==> src/rtl/ks16_pkg.sv <==
// Shared constants and types for the 16-bit Kogge-Stone wide add/sub sequencer.
package ks16_pkg;

    localparam int WORD_W        = 16;
    localparam int MAX_WORDS_DEF = 8;

    typedef enum logic {
        IDLE = 1'b0,
        RUN  = 1'b1
    } state_t;

endpackage

==> src/rtl/ks16_core_cin.sv <==
// 16-bit Kogge-Stone adder with carry-in; purely combinational, 17-bit result.
module ks16_core_cin
    import ks16_pkg::*;
(
    input  logic [WORD_W-1:0] x,
    input  logic [WORD_W-1:0] y,
    input  logic              cin,
    output logic [WORD_W:0]   s
);

    // Carry-in is folded into the bit-0 generate so the prefix tree yields carries directly.
    function automatic logic [WORD_W:0] ks_add(input logic [WORD_W-1:0] a,
                                               input logic [WORD_W-1:0] b,
                                               input logic              c);
        logic [WORD_W-1:0] pr;
        logic [WORD_W-1:0] g;
        logic [WORD_W-1:0] p;
        logic [WORD_W-1:0] g_n;
        logic [WORD_W-1:0] p_n;
        pr   = a ^ b;
        g    = a & b;
        g[0] = g[0] | (pr[0] & c);
        p    = pr;
        for (int d = 1; d < WORD_W; d = d * 2) begin
            // NOTE: blocking assignments here are intentional; each prefix stage must
            // see the fully updated values of the previous stage within the same evaluation.
            g_n = g;
            p_n = p;
            for (int i = d; i < WORD_W; i++) begin
                g_n[i] = g[i] | (p[i] & g[i-d]);
                p_n[i] = p[i] & p[i-d];
            end
            g = g_n;
            p = p_n;
        end
        return {g[WORD_W-1], pr[WORD_W-1:1] ^ g[WORD_W-2:0], pr[0] ^ c};
    endfunction

    always_comb begin
        s = ks_add(x, y, cin);
    end

endmodule

==> src/rtl/ks16_wide_add_seq.sv <==
// Multi-word add/sub sequencer: streams LSW-first word pairs through the KS core, chains carry.
module ks16_wide_add_seq
    import ks16_pkg::*;
#(
    parameter int MAX_WORDS = MAX_WORDS_DEF,
    parameter int IDX_W     = 3
) (
    input  logic              clk,
    input  logic              rst_n,
    input  logic              in_valid,
    output logic              in_ready,
    input  logic [WORD_W-1:0] in_x,
    input  logic [WORD_W-1:0] in_y,
    input  logic              in_first,
    input  logic              in_last,
    input  logic              in_sub,
    output logic              out_valid,
    input  logic              out_ready,
    output logic [WORD_W-1:0] out_sum,
    output logic [IDX_W-1:0]  out_idx,
    output logic              out_last,
    output logic              out_cout,
    output logic              err_proto,
    output logic              err_len,
    input  logic              err_clr
);

    state_t            r_state;
    state_t            w_state_nxt;
    logic              r_carry;
    logic              r_sub;
    logic [IDX_W-1:0]  r_idx;
    logic              r_valid;
    logic [WORD_W-1:0] r_sum;
    logic              r_last;
    logic              r_cout;
    logic              r_err_proto;
    logic              r_err_len;

    logic              w_in_fire;
    logic              w_first;
    logic              w_sub;
    logic              w_cin;
    logic [WORD_W-1:0] w_y;
    logic [WORD_W:0]   w_s;
    logic [IDX_W-1:0]  w_idx;
    logic              w_force;
    logic              w_last;
    logic              w_ev_proto;

    // Gating with rst_n keeps the input closed while reset is held.
    assign in_ready  = rst_n & (~r_valid | out_ready);
    assign w_in_fire = in_valid & in_ready;

    // Any word accepted in IDLE starts a new operation, as does a first word mid-RUN.
    assign w_first    = (r_state == IDLE) | in_first;
    assign w_sub      = w_first ? in_sub : r_sub;
    assign w_cin      = w_first ? in_sub : r_carry;
    assign w_y        = w_sub ? ~in_y : in_y;
    assign w_idx      = w_first ? '0 : r_idx + IDX_W'(1);
    assign w_force    = ~in_last & (w_idx == IDX_W'(MAX_WORDS - 1));
    assign w_last     = in_last | w_force;
    assign w_ev_proto = w_in_fire & (r_state == RUN) & in_first;

    ks16_core_cin u_core (
        .x   (in_x),
        .y   (w_y),
        .cin (w_cin),
        .s   (w_s)
    );

    always_comb begin
        // NOTE: default first so every path assigns the next state and no latch is inferred.
        w_state_nxt = r_state;
        if (w_in_fire) begin
            w_state_nxt = w_last ? IDLE : RUN;
        end
    end

    // NOTE: state uses non-blocking assignments with async active-low reset; all
    // registers here are plain flops, so each gets an explicit reset value.
    always_ff @(posedge clk or negedge rst_n) begin
        if (!rst_n) begin
            r_state <= IDLE;
        end else begin
            r_state <= w_state_nxt;
        end
    end

    always_ff @(posedge clk or negedge rst_n) begin
        if (!rst_n) begin
            r_carry <= 1'b0;
            r_sub   <= 1'b0;
            r_idx   <= '0;
            r_valid <= 1'b0;
            r_sum   <= '0;
            r_last  <= 1'b0;
            r_cout  <= 1'b0;
        end else if (w_in_fire) begin
            r_carry <= w_s[WORD_W];
            r_sub   <= w_sub;
            r_idx   <= w_idx;
            r_valid <= 1'b1;
            r_sum   <= w_s[WORD_W-1:0];
            r_last  <= w_last;
            r_cout  <= w_last & w_s[WORD_W];
        end else if (out_ready) begin
            r_valid <= 1'b0;
        end
    end

    // Sticky flags: a new error event wins over a simultaneous clear.
    always_ff @(posedge clk or negedge rst_n) begin
        if (!rst_n) begin
            r_err_proto <= 1'b0;
            r_err_len   <= 1'b0;
        end else begin
            if (w_ev_proto) begin
                r_err_proto <= 1'b1;
            end else if (err_clr) begin
                r_err_proto <= 1'b0;
            end
            if (w_in_fire & w_force) begin
                r_err_len <= 1'b1;
            end else if (err_clr) begin
                r_err_len <= 1'b0;
            end
        end
    end

    assign out_valid = r_valid;
    assign out_sum   = r_sum;
    assign out_idx   = r_idx;
    assign out_last  = r_last;
    assign out_cout  = r_cout;
    assign err_proto = r_err_proto;
    assign err_len   = r_err_len;

endmodule

==> config.mk <==
export PLATFORM = sky130hd
export DESIGN_NAME = ks16_wide_add_seq
export DESIGN_NICKNAME = d
export VERILOG_FILES = /design/src/rtl/ks16_pkg.sv /design/src/rtl/ks16_core_cin.sv /design/src/rtl/ks16_wide_add_seq.sv
export SDC_FILE = /design/constraint.sdc
export NUM_CORES = 1
export LEC_CHECK = 0
export CAP_MARGIN = 20
export CORE_ASPECT_RATIO = 0.9
export CORE_MARGIN = 2
export CORE_UTILIZATION = 45
export CTS_CLUSTER_DIAMETER = 200
export DETAILED_ROUTE_END_ITERATION = 7
export PLACE_DENSITY = 0.77
export SYNTH_ARGS = -nofsm -noshare
export SYNTH_HDL_FRONTEND = slang
export SYNTH_HIERARCHICAL = 1
export SYNTH_SLANG_ARGS = --single-unit
==> constraint.sdc <==
create_clock -name clk -period 3.5 [get_ports clk]
set_input_delay 0.875 -clock clk [delete_from_list [all_inputs] [get_ports clk]]
set_output_delay 0.875 -clock clk [all_outputs]
set_load 0.02 [all_outputs]
# Word level (Yosys, flattened, before mapping)
# Index checks and enable logic that the tools add are counted.
dict set report totals {
  register_bits 27
  in_bits 40
  out_inout_bits 25
}
dict set report op_classes {
  add_sub_neg 1
  eq_ne 1
  muxes 10
  n_bitwise 152
  reduce_logical 3
}
# op n
set ops {}
lappend ops {{AND 1 bit} 91}
lappend ops {{OR 1 bit} 53}
lappend ops {{AND 16 bit} 1}
lappend ops {{2-to-1 mux 16 bit} 1}
lappend ops {{NOT 16 bit} 1}
lappend ops {{XOR 16 bit} 1}
lappend ops {{XOR 15 bit} 1}
lappend ops {{2-to-1 mux 1 bit} 8}
lappend ops {{nonzero test 2 bit} 3}
lappend ops {{adder 3 x 1 -> 3 bit, second input constant} 1}
lappend ops {{equality test 3 bit, second input constant} 1}
lappend ops {{2-to-1 mux 3 bit} 1}
lappend ops {{NOT 1 bit} 3}
lappend ops {{XOR 1 bit} 1}

# Longest topological paths before layout
dict set report depth {
  word_depth 16
  depth_mapped 14
}

# Cells and area by module
# The synthesis kept the hierarchy.
# module n_inst cells_each area_per_inst_um2 seq_area_each_um2
set by_module_without_submodules {}
lappend by_module_without_submodules {ks16_wide_add_seq 1 103 1347.5 675.6}
lappend by_module_without_submodules {ks16_core_cin 1 107 788.3 0.0}

# Worst setup path after synthesis
# Ideal clock, no wire load.
dict set report synth_timing {
  kind {in2reg}
  startpoint {input port in_first}
  endpoint {register r_sum[10], in the netlist out_sum[10]}
  arrival_time_ns 3.410
  slack_ns -0.034
  path_stages 13
  cell_sequence {nor2b_4 -> buf_6 -> mux2i_4 -> xnor2_1 -> fa_1 -> inv_1 -> fa_1 -> nor2b_4 -> o211ai_2 -> a311oi_1 -> o41ai_1 -> xnor2_1 -> mux2_2}
}
dict set report synth_between {
  elab_cells_between_ends 34
}
# element line_no
set synth_lines {}
lappend synth_lines {{start, declared} ks16_wide_add_seq.sv:14} ;# input logic in_first,
lappend synth_lines {{OR 1 bit (*)} ks16_wide_add_seq.sv:56} ;# assign w_first = (r_state == IDLE) | in_first;
lappend synth_lines {{2-to-1 mux 1 bit (*)} ks16_wide_add_seq.sv:57} ;# assign w_sub = w_first ? in_sub : r_sub;
lappend synth_lines {{2-to-1 mux 16 bit (*)} ks16_wide_add_seq.sv:59} ;# assign w_y = w_sub ? ~in_y : in_y;
lappend synth_lines {{via w_y[0]} ks16_wide_add_seq.sv:44} ;# logic [WORD_W-1:0] w_y;
lappend synth_lines {{XOR 16 bit} ks16_core_cin.sv:20} ;# pr = a ^ b;
lappend synth_lines {{AND 1 bit} ks16_core_cin.sv:22} ;# g[0] = g[0] | (pr[0] & c);
lappend synth_lines {{OR 1 bit (*)} ks16_core_cin.sv:22}
lappend synth_lines {{AND 1 bit (*)} ks16_core_cin.sv:30} ;# g_n[i] = g[i] | (p[i] & g[i-d]);
lappend synth_lines {{OR 1 bit (*)} ks16_core_cin.sv:30}
lappend synth_lines {{AND 1 bit (*)} ks16_core_cin.sv:30}
lappend synth_lines {{OR 1 bit (*)} ks16_core_cin.sv:30}
lappend synth_lines {{XOR 15 bit (*)} ks16_core_cin.sv:36} ;# return {g[WORD_W-1], pr[WORD_W-1:1] ^ g[WORD_W-2:0], pr[0] ^ c};
lappend synth_lines {{via w_s[10]} ks16_wide_add_seq.sv:45} ;# logic [WORD_W:0] w_s;
lappend synth_lines {{end signal, assigned} ks16_wide_add_seq.sv:104} ;# r_sum <= w_s[WORD_W-1:0];
lappend synth_lines {{end, declared} ks16_wide_add_seq.sv:34} ;# logic [WORD_W-1:0] r_sum;
# The timed path passes the listed nets; every way through them passes the cells marked *.
# A chain may end at the register's enable or synchronous reset.

# Worst setup path in the final report
dict set report layout_timing {
  startpoint {input port in_sub}
  endpoint {register r_sum[10], in the netlist out_sum[10]}
}
dict set report layout_between {
  elab_cells_between_ends 33
}
# element line_no
set layout_lines {}
lappend layout_lines {{start, declared} ks16_wide_add_seq.sv:16} ;# input logic in_sub,
lappend layout_lines {{2-to-1 mux 1 bit (*)} ks16_wide_add_seq.sv:57}
lappend layout_lines {{2-to-1 mux 16 bit (*)} ks16_wide_add_seq.sv:59}
lappend layout_lines {{via w_y[0]} ks16_wide_add_seq.sv:44}
lappend layout_lines {{XOR 16 bit} ks16_core_cin.sv:20}
lappend layout_lines {{AND 1 bit} ks16_core_cin.sv:22}
lappend layout_lines {{OR 1 bit (*)} ks16_core_cin.sv:22}
lappend layout_lines {{AND 1 bit (*)} ks16_core_cin.sv:30}
lappend layout_lines {{OR 1 bit (*)} ks16_core_cin.sv:30}
lappend layout_lines {{AND 1 bit (*)} ks16_core_cin.sv:30}
lappend layout_lines {{OR 1 bit (*)} ks16_core_cin.sv:30}
lappend layout_lines {{XOR 15 bit (*)} ks16_core_cin.sv:36}
lappend layout_lines {{via w_s[10]} ks16_wide_add_seq.sv:45}
# Marked as above.

==> metrics.md <==
| Metric | Value |
|---|---|
| Skew-Pair Late Insertion Delay | 0.29 ns |
| Reg2Reg Setup Slack | 0.53 ns |
| RR Endpoint | out_sum[10] |
| Critical Path Max Stage Delay | 0.46 ns |
| Final-report setup violation count | 0 |
| Drt pass-1 iters | 4 |
| DR iter-0 viols | 74 |
| Filler cells | 367 |
| CTS tree | yes |
| Max Clk Rate | 300 MHz |
| Crit-path max FO | 3 |
| Routed wire length | 5150 um |
| Final hold vios | 0 |
| Max H-tree Level | 1 |
| Top cells by area, synth | dfrtp_1 (32%), xnor2_1 (9.8%), ha_1 (9.4%), mux2_2 (7.4%), a21oi_1 (3.7%) |
| Antenna-violating nets left | 0 |
| Startpoint class of the critical path | input pin |
| RSZ-0062 raised after global routing | no |
| Max Cap Violations | 0 |
| Die area | 0.00531 mm^2 |
| Share of layout cells above drive strength 1 | 0.256 |
| Non-Filler Instances | 370 |
| Drt drc | 0 |
| Post-Synthesis Cells | 210 |
| Clock power share | 0.105 |
| VDD IR max | 0.000316 V |
| Worst-Margin Slew | 0.355 ns |
| Synth warn | 6 |
| Seq/Total Area, Yosys | 0.316 |
| Vias in the first global route | 1918 |
| Worst Reg2Reg Path Length in Cells | 13 |
| Clock Skew | 0.00616 ns |
| Post-synthesis async set-or-reset flop share | 1.00 |
| Synth cell count leaders | dfrtp_1 (27), xnor2_1 (24), a21oi_1 (16), ha_1 (16) |
| PortBufs | 64 |
| Count leader, synth | dfrtp_1 |
| Worst slack, placed | -0.444 ns |
| Total global-route track usage | 0.198 |
| Sequential share of power | 0.266 |
| RD Place Congestion | 0.855 |
| FF/Latch Area | 676 um^2 |
| IO Count | 65 |
| Status | complete, no violations |
| Min cycle time layout | 3.34 ns |
| Initial Util | 0.473 |
| Num CTS Buffers | 3 |
| Final core occ | 0.703 |
| Max reg flops | 16 |
| Final Slew Violations | 0 |
| Post-DP HPWL | 4030 um |
| Max clock buf depth | 2 |
| Inst Count DP | 365 |
| Hold WC Path Type | reg -> reg |
| Total number of vias | 1855 |
| Worst R2R Start | r_state |
| Diode count | 0 |
| CP cell instances | clkdlybuf4s50_1 > mux2i_4 > buf_6 > xnor2_2 > fa_2 > inv_1 > fa_2 > nor2b_4 > o211ai_4 > a311oi_2 > o41ai_2 > xnor2_1 > mux2_2 |
| Global-route wire length before repair | 8740 um |
| Initial antenna violation count | 0 |
| Synth cell types | 43 |
| CORE AREA | 0.00452 mm^2 |
| Pleak | 1.36 nW |
| Relative slew slack | 0.760 |
| Hold Crit Depth | 1 |
| CTS sink cnt | 27 |
| Synth-to-layout area growth | 48.6% |
| Final net count | 367 |
| Arrival time of the worst setup path | 3.51 ns |
| Die Y | 69.4 um |
| Cell Area, Synth | 0.00214 mm^2 |
| Synth Flop Type | dfrtp_1 |
| Synthesized flop and latch total | 27 |
| WP data required | 3.68 ns |
| Critical Path Most Common Cell | fa_2 |
| Avg Inst Size Synth | 10.2 um^2 |
| Pwr Total | 1.84 mW |
| Grt ovf | 0 |
| Die Width | 76.6 um |
| EDFF count, synth | 0 |
| Pwr per Cell Area | 579 mW/mm^2 |
| WHS Endpoint | out_cout |
| Hold_sp | out_cout |
| Multi-input gate area | 0.00136 mm^2 |
| Floorplan row count | 23 |
| Switching share of power | 0.385 |
| Psw | 707 uW |
| Routed len/inst | 13.9 um |
| Setup CP Type | in -> reg |
| Top cell type's share of synthesized area | 0.316 |
| Final Cycle Share | 0.953 |
| Via/cell ratio | 5.01 |
| Yosys top cell by area | dfrtp_1 |
| Largest net degree at the start of global routing | 29 |
| Critical path endpoint category | register |
| Worst setup margin | 0.164 ns |
| Slowest cell on the critical path | clkdlybuf4s50_1 |
| Clock slew at reported path FFs | 0.10 ns |
| Gate power share | 0.630 |
| Synth Net Count | 268 |
| Internal power | 1.13 mW |
| Root buf cell | clkbuf_8 |
critical path: cells and delay by family:
kind                     cells  cell delay (ns)
AND/OR/NAND/NOR              1             0.15
multiplexers                 2             0.47
AO/OA/AOI/OAI                3             0.54
XOR/XNOR                     2             0.22
buffers and inverters        3             0.65
adder cells (fa/ha/maj)      2             0.61
worst max path at each step:
stage	endpoint	cells past startpoint	slack, ns	startpoint
CTS	out_sum[10]	14	0.07	in_first
floorplan	out_sum[10]	13	0.005	in_first
finish	out_sum[10]	13	0.16	in_sub
detailed placement	out_cout	14	-0.44	in_first
global placement	out_cout	14	-0.38	in_first
global route	out_sum[10]	13	0.03	in_sub
power by group through the flow:
stage,combinational (mW),sequential [mW],clock [mW]
after detailed placement,1.14,0.495,0
final,1.16,0.489,0.192
after global routing,1.25,0.504,0.208
after floorplan,0.519,0.618,0
after CTS,1.16,0.490,0.195
after global placement,1.11,0.494,0
cells by family (layout without fill, tap and decap cells):
family,Yosys count,after routing,share of synthesized area
AOI/OAI and AO/OA,54,54,0.173
adders and majority gates,18,18,0.112
buffers and inverters,24,122,0.0668
and+or+nand+nor,37,37,0.0908
muxes,20,20,0.117
xor gates and xnor gates,30,30,0.123
DFF,27,27,0.316
layout make-up:
cell class                 count  share of cell area
timing repair buffer         104               0.301
multi-input combinational    159               0.430
clock inverter                 1             0.00237
sequential                    27               0.213
inverter                      14              0.0166
tap                           62              0.0244
clock buffer                   3              0.0130
per-layer routing:
metal	vias to the layer above	part of all wire	track usage
met1	861	0.46	0.258
met5	-	0	0
met3	7	0.044	0.0365
li1	943	-	-
met4	0	0.015	0.0566
met2	44	0.48	0.338
timing repair:
item	in CTS	in global routing
buffers inserted	1	0
gates resized for setup	6	5
hold buffers	0	0
setup endpoints to repair	11	1
pin swaps	5	5
per-stage QoR:
| step | TNS (ns) | instance area, um^2 | hold WS, ns |
|---|---|---|---|
| detailed placement | -4.59 | 3090 | 0.491 |
| global placement | -4.03 | 3090 | 0.493 |
| floorplan | 0 | 2160 | 0.504 |
| finish | 0 | 3170 | 0.516 |
| global route | 0 | 3170 | 0.534 |
| CTS | 0 | 3170 | 0.518 |
layout by cell type, fill, tap and decap left out, drive strengths merged, types with 5 or more instances in the layout:
cell / netlist / routed
xor2: 6 / 6
xnor2: 24 / 24
a31oi: 5 / 5
inv: 14 / 14
a21oi: 16 / 16
o21ai: 12 / 12
mux2: 18 / 18
nand2: 12 / 12
dfrtp: 27 / 27
buf: 9 / 40
ha: 16 / 16
clkdlybuf4s50: 0 / 63
nor2: 7 / 7
Power figures use the tool's default switching activity.
